**src/rtl/serializer.sv**
```systemverilog
// Parallel-in, serial-out transmitter: DATA_WIDTH-bit words in via valid/ready,
// out one bit per enabled cycle, LSB first, with a one-word holding register.
module serializer #(
    parameter int DATA_WIDTH = 8
) (
    input  logic                  i_clk,
    input  logic                  i_rst,
    input  logic [DATA_WIDTH-1:0] i_data,
    input  logic                  i_valid,
    output logic                  o_ready,
    input  logic                  i_en,
    output logic                  o_data,
    output logic                  o_wen,
    output logic                  o_last,
    output logic                  o_busy
);

    localparam int CW = (DATA_WIDTH > 1) ? $clog2(DATA_WIDTH) : 1;
    localparam logic [CW-1:0] LAST_CNT = CW'(DATA_WIDTH - 1);

    typedef enum logic {
        IDLE  = 1'b0,
        SHIFT = 1'b1
    } state_t;

    state_t                state_q, state_d;
    logic [DATA_WIDTH-1:0] sh_q, sh_d;
    logic [DATA_WIDTH-1:0] hd_q, hd_d;
    logic [CW-1:0]         cnt_q, cnt_d;
    logic                  hold_full_q, hold_full_d;

    logic busy;
    logic accept;
    logic done;
    logic load;

    assign busy    = (state_q == SHIFT);
    assign o_ready = !i_rst && !hold_full_q;
    assign o_wen   = !i_rst && busy && i_en;
    assign o_data  = !i_rst && sh_q[0];
    assign o_last  = !i_rst && busy && (cnt_q == LAST_CNT);
    assign o_busy  = !i_rst && busy;

    assign accept = i_valid && o_ready;
    assign done   = o_wen && (cnt_q == LAST_CNT);
    // The shifter takes a new word when idle or on the edge its last bit leaves.
    assign load   = !busy || done;

    always_comb begin
        state_d     = state_q;
        sh_d        = sh_q;
        hd_d        = hd_q;
        cnt_d       = cnt_q;
        hold_full_d = hold_full_q;

        if (o_wen) begin
            sh_d  = sh_q >> 1;
            cnt_d = cnt_q + CW'(1);
        end

        if (load) begin
            if (hold_full_q) begin
                sh_d        = hd_q;
                cnt_d       = '0;
                state_d     = SHIFT;
                hold_full_d = 1'b0;
            end else if (accept) begin
                sh_d    = i_data;
                cnt_d   = '0;
                state_d = SHIFT;
            end else if (done) begin
                cnt_d   = '0;
                state_d = IDLE;
            end
        end else if (accept) begin
            hd_d        = i_data;
            hold_full_d = 1'b1;
        end
    end

    always_ff @(posedge i_clk) begin
        if (i_rst) begin
            state_q     <= IDLE;
            sh_q        <= '0;
            hd_q        <= '0;
            cnt_q       <= '0;
            hold_full_q <= 1'b0;
        end else begin
            state_q     <= state_d;
            sh_q        <= sh_d;
            hd_q        <= hd_d;
            cnt_q       <= cnt_d;
            hold_full_q <= hold_full_d;
        end
    end

endmodule

```
**config.mk**
```make
export PLATFORM = sky130hd
export DESIGN_NAME = serializer
export DESIGN_NICKNAME = d
export VERILOG_FILES = /design/src/rtl/serializer.sv
export SDC_FILE = /design/constraint.sdc
export NUM_CORES = 1
export LEC_CHECK = 0
export CORE_UTILIZATION = 42
export CTS_CLUSTER_SIZE = 14
export DETAILED_ROUTE_END_ITERATION = 8
export SLEW_MARGIN = 20
export SYNTH_ARGS = -nofsm -noshare
export SYNTH_HDL_FRONTEND = slang
export SYNTH_SLANG_ARGS = --single-unit
```
**constraint.sdc**
```tcl
create_clock -name i_clk -period 2.6 [get_ports i_clk]
set_clock_uncertainty 0.05 [all_clocks]
set_input_delay 0.39 -clock i_clk [delete_from_list [all_inputs] [get_ports i_clk]]
set_output_delay 0.39 -clock i_clk [all_outputs]
set_load 0.02 [all_outputs]
```
* Yosys cells after proc, flatten, opt, wreduce, memory -nomap -nowiden
Index checks and enable logic that the tools add are counted.
W data, S select, Z words.
** Word-level totals
- Bits in writable memories :: 0
- Memory bits (read-only) :: 0
- Bits in latches :: 0
- Memories kept :: 0
- Input port bits :: 12
- Register bits :: 21
- Word-level logic and storage cells :: 35
** Cells by class
- Bitwise logic cells :: 1
- Eq/ne operators :: 1
- Muxes and demuxes :: 12
- $add $sub $neg :: 1
- $lt $le $gt $ge :: 0
- Divide/modulo/power cells :: 0
- $mul :: 0
- Shifts and indexed selects :: 0
- Reduce and logical (&&, ||, !) cells :: 15
** Operator list (count)
- $mux W8 :: 4
- $mux W3 :: 5
- $logic_and A1 B1 Y1 :: 7
- $reduce_and A2 Y1 :: 2
- $add A3 B1 Y3 const B :: 1
- $eq A3 B3 Y1 const B :: 1
- $logic_not A1 Y1 :: 3
- $mux W1 :: 3
- $reduce_bool A3 Y1 :: 1
- $reduce_or A2 Y1 :: 1
- $logic_or A1 B1 Y1 :: 1
- $not A1 Y1 :: 1

* Depth between registers and ports, before layout
- Word-level depth :: 8
- Depth in mapped cells :: 6
- Mapped depth without buffers :: 5

* Least setup slack after synthesis
OpenSTA, ideal clock, no wires.
- Path kind :: input to output
- From :: in i_rst
- To :: out o_last
- Stages :: 4
- Arrival time :: 1.286 ns
- Data required time :: 2.160 ns
- Path slack :: 0.874 ns
- Cells stage by stage :: buf_6 -> buf_2 -> nor2_1 -> and2_1
** Between the ends
- Word-level cells in the longest chain between the ends :: 3
** RTL lines
- from (decl) :: line 7 : input logic i_rst,
- $logic_not A1 Y1
- $logic_and A1 B1 Y1
- via o_busy :: line 15 : output logic o_busy
- $logic_and A1 B1 Y1 :: line 41 : assign o_last = !i_rst && busy && (cnt_q == LAST_CNT);
- to (decl) :: line 14 : output logic o_last,
The timed path passes the listed nets, and every way through them passes these cells.

* Worst setup path after layout
- From :: in i_en
- To :: out o_wen
** Between the ends
- Word-level cells in the longest chain between the ends :: 1
** RTL lines
- from (decl) :: line 11 : input logic i_en,
- $logic_and A1 B1 Y1 :: line 39 : assign o_wen = !i_rst && busy && i_en;
- to (decl) :: line 13 : output logic o_wen,
No other way between the ends.

==> run metrics <==
outcome=finished, final reports clean; H-tree levels=1; clock-pin slew on the worst setup and hold paths=0.12 ns; CTS tree=yes; Switching Share=0.278; Slew Viols, Final=0; Pleak=0.000497 µW; GRT Resource Usage Total=0.195; via density per instance=5.55; Worst Tran Pin Value=0.426 ns; Clock Power Share=0.260; mapped cell area=0.00113 mm²; diodes inserted=0; WL per Instance=14.5 µm; count of cell types in the netlist=34; CTS Root Cell=clkbuf_4; Fillers=248; I/O Buffers=16; Pwr Total=632 µW; CTS Buf Count=3; combinational cell fraction of total power=0.185; CTS resizes=0; Clock Latency Late Sink=0.31 ns; Starting DRT DRC Count=17; CTS Buffer Depth=2; Crit path required time=2.16 ns; pwr dens=476 mW/mm²; Core ar.=0.00250 mm²; Final Cell Area=0.00133 mm²; Die Y=53.9 µm; maximum fanout along the worst path=7; Ports=17; unrepaired setup endpoints after global routing=false; DRT Pass-1 Iters=6; final WL=2440 µm; area growth from synthesis to layout=17.4%; CP startpoint kind=input pin; min-delay worst type=reg -> reg; Max rail drop VDD=0.417 mV; Seq/Total Area, Yosys=0.372; fin crit period=2.33 ns; Setup crit end kind=primary output; grt total ovfl=0; # Max-Cap Violations=0; crit path DAT=1.89 ns; layout cells sized above 1=0.123; P_sw=175 µW; Hold Fails Final Rpt=0; antenna violations before repair=0; Final ANT Viol Nets=0; largest net degree at the start of global routing=23; Slew Limit Headroom=0.716; CP Class=in -> out; Chip Width=53.9 µm; synthesized area per cell=9.19 µm²; Ys Warns=0; Setup Buffers After CTS=0; final routed DRC violation total=0; Initial Utilization=0.452; final setup fails=0; vias in the first global route=850; via count=932; setup TNS=0 ns; GPL Wtd Cong=0.711; Rows=18; Core Util, Final=0.531; final worst path period share=0.897; final HPWL from detailed placement=1740 µm; Synth Register Bits=21; fmax=0.429 GHz; hold_buf cts=0; Die Area=0.00290 mm²; Reg power frac=0.555; Synth Net Count=137; Pint=456 µW; placed inst area=0.00130 mm²; final-stage net count=153; Synth Instances=123; first-pass GRT wire length=4010 µm; Clock Sink Count=21
## registers in the layout (all words and copies together), names as in the netlist
register / count
hd_q: 8
sh_q: 8
cnt_q: 3
busy: 1
hold_full_q: 1
## worst max-delay path: stages
cell             delay (ns)
clkdlybuf4s50_1        0.58
nand3b_4               0.16
clkinv_2               0.15
clkdlybuf4s50_1        0.61
## through the flow
step | hold WS (ns) | setup slack (ns) | cells
after CTS | 0.429 | 0.265 | 168
after global routing | 0.446 | 0.167 | 168
after floorplan | 0.398 | 0.874 | 123
final | 0.428 | 0.268 | 168
after detailed placement | 0.411 | 0.269 | 164
after global placement | 0.407 | 0.294 | 164
## routing by layer
metal,up-vias,part of all wire,GRT usage
met1,426,0.51,0.271
met2,21,0.45,0.300
met3,0,0.040,0.0593
li1,485,-,-
met4,0,0,0.0263
met5,-,0,0
## area by class of cell
| class | instances | area, µm² | area share |
|---|---|---|---|
| Clock buffer | 3 | 22.5 | 0.0170 |
| Inverter | 8 | 31.3 | 0.0236 |
| Timing Repair Buffer | 19 | 183 | 0.138 |
| Multi-Input combinational cell | 86 | 627 | 0.473 |
| Clock inverter | 1 | 5.00 | 0.00377 |
| Tap cell | 30 | 37.5 | 0.0283 |
| Sequential cell | 21 | 420 | 0.317 |
## path summary, 6_finish.rpt
| check | cells past startpoint | endpoint | slack, ns | startpoint |
|---|---|---|---|---|
| max | 4 | o_wen | 0.27 | i_en |
| min | 2 | hd_q[7] | 0.43 | hd_q[7] |
| max reg2reg | 5 | cnt_q[1] | 0.85 | cnt_q[0] |
| min reg2reg | 2 | hd_q[7] | 0.43 | hd_q[7] |
## cell usage in the layout, fill, tap and decap left out, types with 5 or more instances in the layout
| cell | count |
|---|---|
| a21oi_1 | 9 |
| a221oi_1 | 6 |
| a2bb2oi_1 | 6 |
| clkdlybuf4s50_1 | 16 |
| dfxtp_1 | 21 |
| inv_1 | 6 |
| mux2i_1 | 7 |
| nand2_1 | 5 |
| nand3_1 | 8 |
| nor2_1 | 9 |
| o21ai_0 | 8 |
## cell families after synthesis
logic type               count (synthesis)  share of synthesized area
AO/OA/AOI/OAI                           39                      0.258
AND/OR/NAND/NOR                         37                      0.205
adder cells (fa/ha/maj)                  2                     0.0221
buffers and inverters                   16                     0.0731
multiplexers                             7                     0.0620
flip-flops                              21                      0.372
XOR/XNOR                                 1                    0.00775
## cells in the mapped netlist
library cell  count  area [µm²]
o21a_1            1        7.51
inv_2             1        3.75
nor3_4            1        16.3
clkbuf_1          1        3.75
and4bb_1          1        12.5
dfxtp_1          21         420
o21ai_2           1        8.76
and2_1            2        12.5
ha_1              2        25.0
nand4bb_1         1        11.3
nor2b_1           2        12.5
nand3b_1          2        15.0
and3b_1           1        8.76
nand3_1           8        40.0
a221oi_2          2        30.0
o21ai_0           8        40.0
or3_4             1        11.3
clkinv_2          1        5.00
nand2_1           5        18.8
nand2b_1          3        18.8
a221oi_1          6        52.6
o31ai_1           2        15.0
a22oi_1           2        15.0
nor2_1            9        33.8
a211oi_2          1        12.5
buf_2             5        25.0
mux2i_1           7        70.1
inv_1             6        22.5
o22ai_2           1        12.5
buf_6             2        22.5
a21oi_1           9        45.0
nand3b_4          1        20.0
a2bb2oi_1         6        52.6
xor2_1            1        8.76
## power groups by stage
| stage | Combinational, µW | Clock (µW) | Sequential, µW |
|---|---|---|---|
| 2_1_floorplan | 79.3 | 0 | 355 |
| 3_3_place_gp | 115 | 0 | 358 |
| 3_5_place_dp | 117 | 0 | 358 |
| 4_1_cts | 117 | 170 | 351 |
| 5_1_grt | 128 | 185 | 353 |
| 6_report | 117 | 164 | 350 |
Note: power is estimated with default switching activity, not from simulation.
